[config.mk]
export PLATFORM = sky130hd
export DESIGN_NAME = apb_arb_master
export DESIGN_NICKNAME = d
export VERILOG_FILES = /design/src/rtl/apb_pkg.sv /design/src/rtl/rr_arbiter.sv /design/src/rtl/apb_arb_master.sv
export SDC_FILE = /design/constraint.sdc
export NUM_CORES = 1
export LEC_CHECK = 0
export CAP_MARGIN = 0
export CORE_MARGIN = 3
export CORE_UTILIZATION = 38
export CTS_CLUSTER_SIZE = 16
export DETAILED_ROUTE_END_ITERATION = 10
export PLACE_DENSITY = 0.88
export SLEW_MARGIN = 10
export SYNTH_ARGS = -nofsm -noshare
export SYNTH_HDL_FRONTEND = slang
export SYNTH_SLANG_ARGS = --single-unit
[constraint.sdc]
create_clock -name pclk -period 1.8 [get_ports pclk]
set_input_delay 0.45 -clock pclk [delete_from_list [all_inputs] [get_ports pclk]]
set_output_delay 0.45 -clock pclk [all_outputs]
set_load 0.005 [all_outputs]
[src/rtl/apb_pkg.sv]
// Shared APB definitions: sequencer state encoding and slave geometry.
package apb_pkg;

  typedef enum logic [1:0] {
    IDLE   = 2'd0,
    SETUP  = 2'd1,
    ACCESS = 2'd2
  } apb_state_t;

  localparam int APB_AW        = 32;
  localparam int APB_DW        = 8;
  localparam int APB_MEM_DEPTH = 16;

endpackage

[src/rtl/rr_arbiter.sv]
// Combinational round-robin picker: first set request at or above ptr, wrapping.
module rr_arbiter #(
  parameter int NREQ = 2,
  parameter int IW   = (NREQ > 1) ? $clog2(NREQ) : 1
) (
  input  logic [NREQ-1:0] req,
  input  logic [IW-1:0]   ptr,
  output logic [NREQ-1:0] gnt,
  output logic [IW-1:0]   gnt_idx
);

  logic [IW:0]   sum;
  logic [IW-1:0] idx;
  logic          found;

  always_comb begin
    gnt     = '0;
    gnt_idx = '0;
    found   = 1'b0;
    sum     = '0;
    idx     = '0;
    for (int k = 0; k < NREQ; k++) begin
      sum = {1'b0, ptr} + (IW+1)'(k);
      if (sum >= (IW+1)'(NREQ)) sum = sum - (IW+1)'(NREQ);
      idx = sum[IW-1:0];
      if (!found && req[idx]) begin
        found    = 1'b1;
        gnt[idx] = 1'b1;
        gnt_idx  = idx;
      end
    end
  end

endmodule

[src/rtl/apb_arb_master.sv]
// Round-robin APB requester arbiter and SETUP/ACCESS sequencer.
// Optional ACCESS-phase timeout enabled by defining APB_ARB_TIMEOUT_EN.
module apb_arb_master
  import apb_pkg::*;
#(
  parameter int NREQ    = 2,
  parameter int AW      = APB_AW,
  parameter int DW      = APB_DW,
  parameter int TIMEOUT = 16
) (
  input  logic             pclk,
  input  logic             presetn,
  input  logic [NREQ-1:0]  req_valid,
  input  logic [NREQ-1:0]  req_write,
  input  logic [NREQ*AW-1:0] req_addr,
  input  logic [NREQ*DW-1:0] req_wdata,
  output logic [NREQ-1:0]  req_ack,
  output logic [NREQ-1:0]  rsp_valid,
  output logic [DW-1:0]    rsp_rdata,
  output logic             rsp_err,
  output logic [AW-1:0]    paddr,
  output logic             psel,
  output logic             penable,
  output logic             pwrite,
  output logic [DW-1:0]    pwdata,
  input  logic [DW-1:0]    prdata,
  input  logic             pready,
  input  logic             pslverr,
  output apb_state_t       state
);

  localparam int IW = (NREQ > 1) ? $clog2(NREQ) : 1;

  apb_state_t      state_next;
  logic [IW-1:0]   ptr;
  logic [IW-1:0]   gnt_q;
  logic [IW-1:0]   gnt_idx;
  logic [NREQ-1:0] gnt;
  logic            grant_fire;
  logic            done_fire;
  logic            to_fire;
  logic [AW-1:0]   sel_addr;
  logic [DW-1:0]   sel_wdata;
  logic            sel_write;

  rr_arbiter #(.NREQ(NREQ), .IW(IW)) u_arb (
    .req     (req_valid),
    .ptr     (ptr),
    .gnt     (gnt),
    .gnt_idx (gnt_idx)
  );

`ifdef APB_ARB_TIMEOUT_EN
  localparam int CW = $clog2(TIMEOUT + 1);
  logic [CW-1:0] to_cnt;

  // Counts stalled ACCESS cycles; restarts with every new grant.
  always_ff @(posedge pclk or negedge presetn) begin
    if (!presetn) to_cnt <= '0;
    else if (grant_fire) to_cnt <= '0;
    else if (state == ACCESS && !pready) to_cnt <= to_cnt + 1'b1;
  end
`endif

  always_ff @(posedge pclk or negedge presetn) begin
    if (!presetn) state <= IDLE;
    else state <= state_next;
  end

  always_comb begin
    state_next = state;
    grant_fire = 1'b0;
    done_fire  = 1'b0;
    to_fire    = 1'b0;
    psel       = 1'b0;
    penable    = 1'b0;
    case (state)
      IDLE: begin
        if (|req_valid) begin
          grant_fire = 1'b1;
          state_next = SETUP;
        end
      end
      SETUP: begin
        psel       = 1'b1;
        state_next = ACCESS;
      end
      ACCESS: begin
        psel    = 1'b1;
        penable = 1'b1;
        if (pready) begin
          done_fire  = 1'b1;
          state_next = IDLE;
        end
`ifdef APB_ARB_TIMEOUT_EN
        else if (to_cnt == CW'(TIMEOUT - 1)) begin
          to_fire    = 1'b1;
          done_fire  = 1'b1;
          state_next = IDLE;
        end
`endif
      end
      default: state_next = IDLE;
    endcase
  end

  always_comb begin
    sel_addr  = '0;
    sel_wdata = '0;
    sel_write = 1'b0;
    for (int i = 0; i < NREQ; i++) begin
      if (gnt_idx == IW'(i)) begin
        sel_addr  = req_addr[i*AW +: AW];
        sel_wdata = req_wdata[i*DW +: DW];
        sel_write = req_write[i];
      end
    end
  end

  // Pointer moves past the grantee only when its transfer completes.
  always_ff @(posedge pclk or negedge presetn) begin
    if (!presetn) begin
      ptr       <= '0;
      gnt_q     <= '0;
      paddr     <= '0;
      pwrite    <= 1'b0;
      pwdata    <= '0;
      req_ack   <= '0;
      rsp_valid <= '0;
      rsp_rdata <= '0;
      rsp_err   <= 1'b0;
    end else begin
      req_ack   <= '0;
      rsp_valid <= '0;
      rsp_err   <= 1'b0;
      if (grant_fire) begin
        paddr   <= sel_addr;
        pwrite  <= sel_write;
        pwdata  <= sel_wdata;
        req_ack <= gnt;
        gnt_q   <= gnt_idx;
      end
      if (done_fire) begin
        rsp_valid <= NREQ'(1) << gnt_q;
        rsp_err   <= to_fire | (pready & pslverr);
        rsp_rdata <= (pwrite || to_fire || pslverr) ? '0 : prdata;
        ptr       <= (gnt_q == IW'(NREQ - 1)) ? '0 : gnt_q + 1'b1;
      end
    end
  end

endmodule

-- After elaboration in Yosys (flattened, before gate mapping)
Cells that the tools add are included.
- add/sub/neg operators: 4
- magnitude comparators: 6
- eq/ne operators: 4
- shift-type cells: 1
- multiplexer cells: 32
- bitwise gates (word level): 2
- reductions and logical operators: 9
- operators with widths (operator ; count):
    $mux 32 ; 1
    $mux 1 ; 20
    $mux 8 ; 2
    $mux 2 ; 6
    $pmux 2 s3 ; 1
    $lt 1x2->1 const B ; 2
    $ne 2x2->1 const B ; 2
    $reduce_or 2->1 ; 2
    $logic_and 1x1->1 ; 3
    $add 1x1->2 const B ; 1
    $demux 1 s1 ; 2
    $eq 2x1->1 const B ; 1
    $eq 2x2->1 const B ; 1
    $ge 1x1->1 const B ; 2
    $ge 1x2->1 const B ; 1
    $ge 2x2->1 const B ; 1
    $logic_not 2->1 ; 1
    $or 2x2->2 ; 1
    $reduce_and 2->1 ; 1
    $shl 1x1->2 const A ; 1
    $sub 1x1->1 const B ; 2
    $add 1x1->1 const B ; 1
    $and 1x1->1 ; 1
    $logic_not 1->1 ; 1
    $logic_or 1x1->1 ; 1
- register bits after elaboration: 58
- bits of input ports: 96

-- Logic depth before layout (Yosys ltp)
- word-level depth: 10
- mapped depth: 6
- depth with buffers taken out: 5

-- Hierarchy
A second synthesis with hierarchy kept.
- cell total of the unflattened synthesis: 231
- area total of the unflattened synthesis: 2631.3 um^2
- modules (own cells, without submodules) (module ; instances ; cells an instance ; area an instance (um^2) ; sequential area each (um^2)):
    apb_arb_master ; 1 ; 227 ; 2601.2 ; 1451.4
    rr_arbiter ; 1 ; 4 ; 30.0 ; 0.0

-- Least setup slack after synthesis
Ideal clock, no wire load.
- path type: register to register
- from: reg state[0]
- to: reg state[0]
- data arrival time: 1.359 ns
- required time: 1.675 ns
- path slack: 0.317 ns
- cell stages (with the launch flop): 6
- path buffers: 0
- period minus slack after synthesis: 1.483 ns
- path through: dfrtp_1 -> inv_1 -> ha_1 -> nor2b_1 -> a21oi_1 -> mux2_2
- cells in the longest elaborated chain, start to end: 3
- elaborated cells on any way between the ends: 7
- those cells by class: 4 x eq/ne; 1 x mux; 2 x reduce/logical
- RTL lines (element ; RTL line ; text):
    from (decl) ; apb_arb_master.sv:29 ; output apb_state_t state
    from (signal assigned) ; apb_arb_master.sv:67 ; else state <= state_next;
    $eq 2x2->1 / $logic_not 2->1 (equally long branches) ; apb_arb_master.sv:77 ; case (state)
    $ne 2x2->1 (no line) ; n/a ;
    $reduce_and 2->1 (no line) ; n/a ;
Several ways; a longest one is shown, not always the timed one.
A chain may end at the register's enable or synchronous reset.

-- Final worst setup path
- from: reg state[0]
- to: out state[0]
No word-level cell between the ends.

==> results.toml <==
[grt]
grt_util_met2_pct = 38.0
grt_pass1_vias = 2935
grt_pass1_wl_um = 14600
met1_usage_pct = 27.0
grt_usage_pct = 22.1
grt-ovfl-total = 0
grt_start_max_net_pins = 59
use_met3_pct = 5.67
grt-busiest-layer = "met2"
antenna_found_initial = 0

[layout]
final_cell_mix = "clkdlybuf4s50_1, dfrtp_1, nor2_1, a21oi_1, a31oi_1"
layout.nets = 534
drive_gt1_share_pct = 9.34
final_cell_area_um2 = 4600
instances_no_fill = 535
final_common_cell = "clkdlybuf4s50_1"
antenna_cells = 0
syn_to_final_growth_pct = 70.0

[die]
initial_core_util_pct = 39.6
die_height_um = 90.4
row_count = 30
die_w_um = 90.4
coreArea_um2 = 6830
io-pin-count = 154
die_area_um2 = 8170

[clock_network]
cts_buffers = 9
cts_num_sinks = 58
htreeDepth = 3
ctsHoldBuffers = 0
insertion_delay_ns = 0.32
cts_tree = "built"
cts_buffer_depth = 2
clkSlewWorstSetupHoldPaths_ns = 0.07
cts_root_buffer = "clkbuf_8"

[setup_path]
required_ns = 1.35
end_kind = "output port"
critPathMaxFanout = 3
crit_path_start_kind = "flop"
critPathKind = "flop to output port"
crit_arrival_ns = 1.31

[synth]
post_synth.cell_area_avg_um2 = 9.60
yosysWarnings = 0
synth_edf_count = 0
synth_flop_cell = "dfrtp_1"
syn_inst = 282
synth_fp_nets = 382
async_reset_ff_share_pct = 100
synth_area_um2 = 2710
yosysUniqueCellTypes = 23
seq_area_frac_synth_pct = 53.6
ys_ff_latch = 58

[timing]
rsz0062_at_grt = "false"
final.setup.tns_ns = 0
finClkSkew_ns = 0.00794
worstMarginPinSlew_ns = 0.420
min_period_ns = 1.76
setup_viol = 0
fmax_mhz = 568
timing.final.crit_share_pct = 97.9
hold_violations = 0
slew_headroom_pct = 72.0
fin_hold_ws_ns = 0.128
drv_slew = 0

[power_and_ir_drop]
p_comb_share_pct = 47.4
power_density_nw_per_um2 = 1560
seq_power_share_pct = 31.7
vdd_drop_max_mv = 0.705
leakage_uw = 0.00188
p_sw_share_pct = 32.3
clockPowerShare_pct = 21.0
total_power_uw = 7190
internal_power_uw = 4870
p_sw_uw = 2320

[placed_design]
placed_cell_area_um2 = 4350
dp_cells = 518
port_buffers = 153
gp_congestion = 0.748
hpwl_um = 6300

[routing]
wire_per_inst_um = 17.0
vias = 2849
ant_nets = 0
drc_errors = 0
viasPerCell = 5.33
drt_iter0_drc = 73
routed_wl_um = 9080
drt-pass1-iter-count = 4

[run]
drv_cap = 0

[status]
status = "finished, final reports clean"

[min_path]
min_path_type = "primary input to async pin"
==> sequential cells by signal, indices dropped and copies added, names as in the netlist <==
signal	count
pwrite	1
rsp_valid	2
req_ack	2
paddr	32
gnt_q	1
rsp_err	1
rsp_rdata	8
state	2
pwdata	8
ptr	1
==> per-stage QoR <==
step	util [%]	setup WS, ns
2_1_floorplan	-	0.317
3_3_place_gp	63.7	-0.0121
3_5_place_dp	63.7	-0.0825
4_1_cts	67.4	0.0332
5_1_grt	67.4	0.00196
6_report	67.4	0.0383
==> power groups by stage <==
stage          registers, uW  logic, uW  clock network (uW)
2_1_floorplan           2320       1420                   0
3_3_place_gp            2280       3320                   0
3_5_place_dp            2300       3430                   0
4_1_cts                 2280       3450                1540
5_1_grt                 2360       3710                1590
6_report                2280       3410                1510
==> repair_timing <==
item | 4_1_cts | 5_1_grt
buffers inserted | 1 | 0
pin swaps | 0 | 0
setup endpoints to repair | 2 | 1
gates resized for setup | 5 | 1
==> per-layer routing <==
layer | wire, um | up-vias | part of all wire [%]
met4 | 159 | 0 | 1.8
met2 | 4570 | 137 | 50
met3 | 671 | 14 | 7.4
met5 | 0 | - | 0
li1 | - | 1324 | -
met1 | 3680 | 1374 | 41
==> cells in the mapped netlist (all sizes together) (2+ instances only) <==
master	count	area share, %
a21oi	44	8.1
a22o	8	2.6
a31oi	41	9.5
and3	3	0.69
buf	18	4.9
clkbuf	8	1.1
dfrtp	58	54
ha	4	1.8
inv	3	0.42
mux2	2	0.83
nor2	44	6.1
o21ai	42	8.2
==> worst max-delay path, stage by stage, from the launching register on <==
cell             delay (ns)
dfrtp_1                0.37
buf_4                  0.13
clkdlybuf4s50_1        0.49
==> cell type report <==
class                           count  area (um2)
Timing Repair Buffer              167        1680
Inverter                            3        11.3
Clock buffer                       11         151
Multi-Input combinational cell    195        1080
Fill cell                         561        2230
Tap cell                           96         120
Clock inverter                      5         100
Sequential cell                    58        1450
==> kinds of logic after synthesis <==
group	synth area share (%)
AND/OR/NAND/NOR	8.37
buffers and inverters	6.38
multiplexers	0.832
flip-flops	53.6
AO/OA/AOI/OAI	28.9
adder cells (fa/ha/maj)	1.85
==> final timing paths <==
kind / slack, ns / startpoint / endpoint / cells past startpoint
max in group asynchronous: 1.41 / presetn / pwdata[2] / 2
max: 0.04 / state[0] / state[0] / 2
min: 0.13 / presetn / paddr[10] / 2
min in group pclk: 0.47 / gnt_q / rsp_valid[0] / 1
min reg2reg: 0.47 / gnt_q / rsp_valid[0] / 1
max reg2reg: 0.24 / state[0] / state[1] / 6
(Power assumes the default switching activity.)
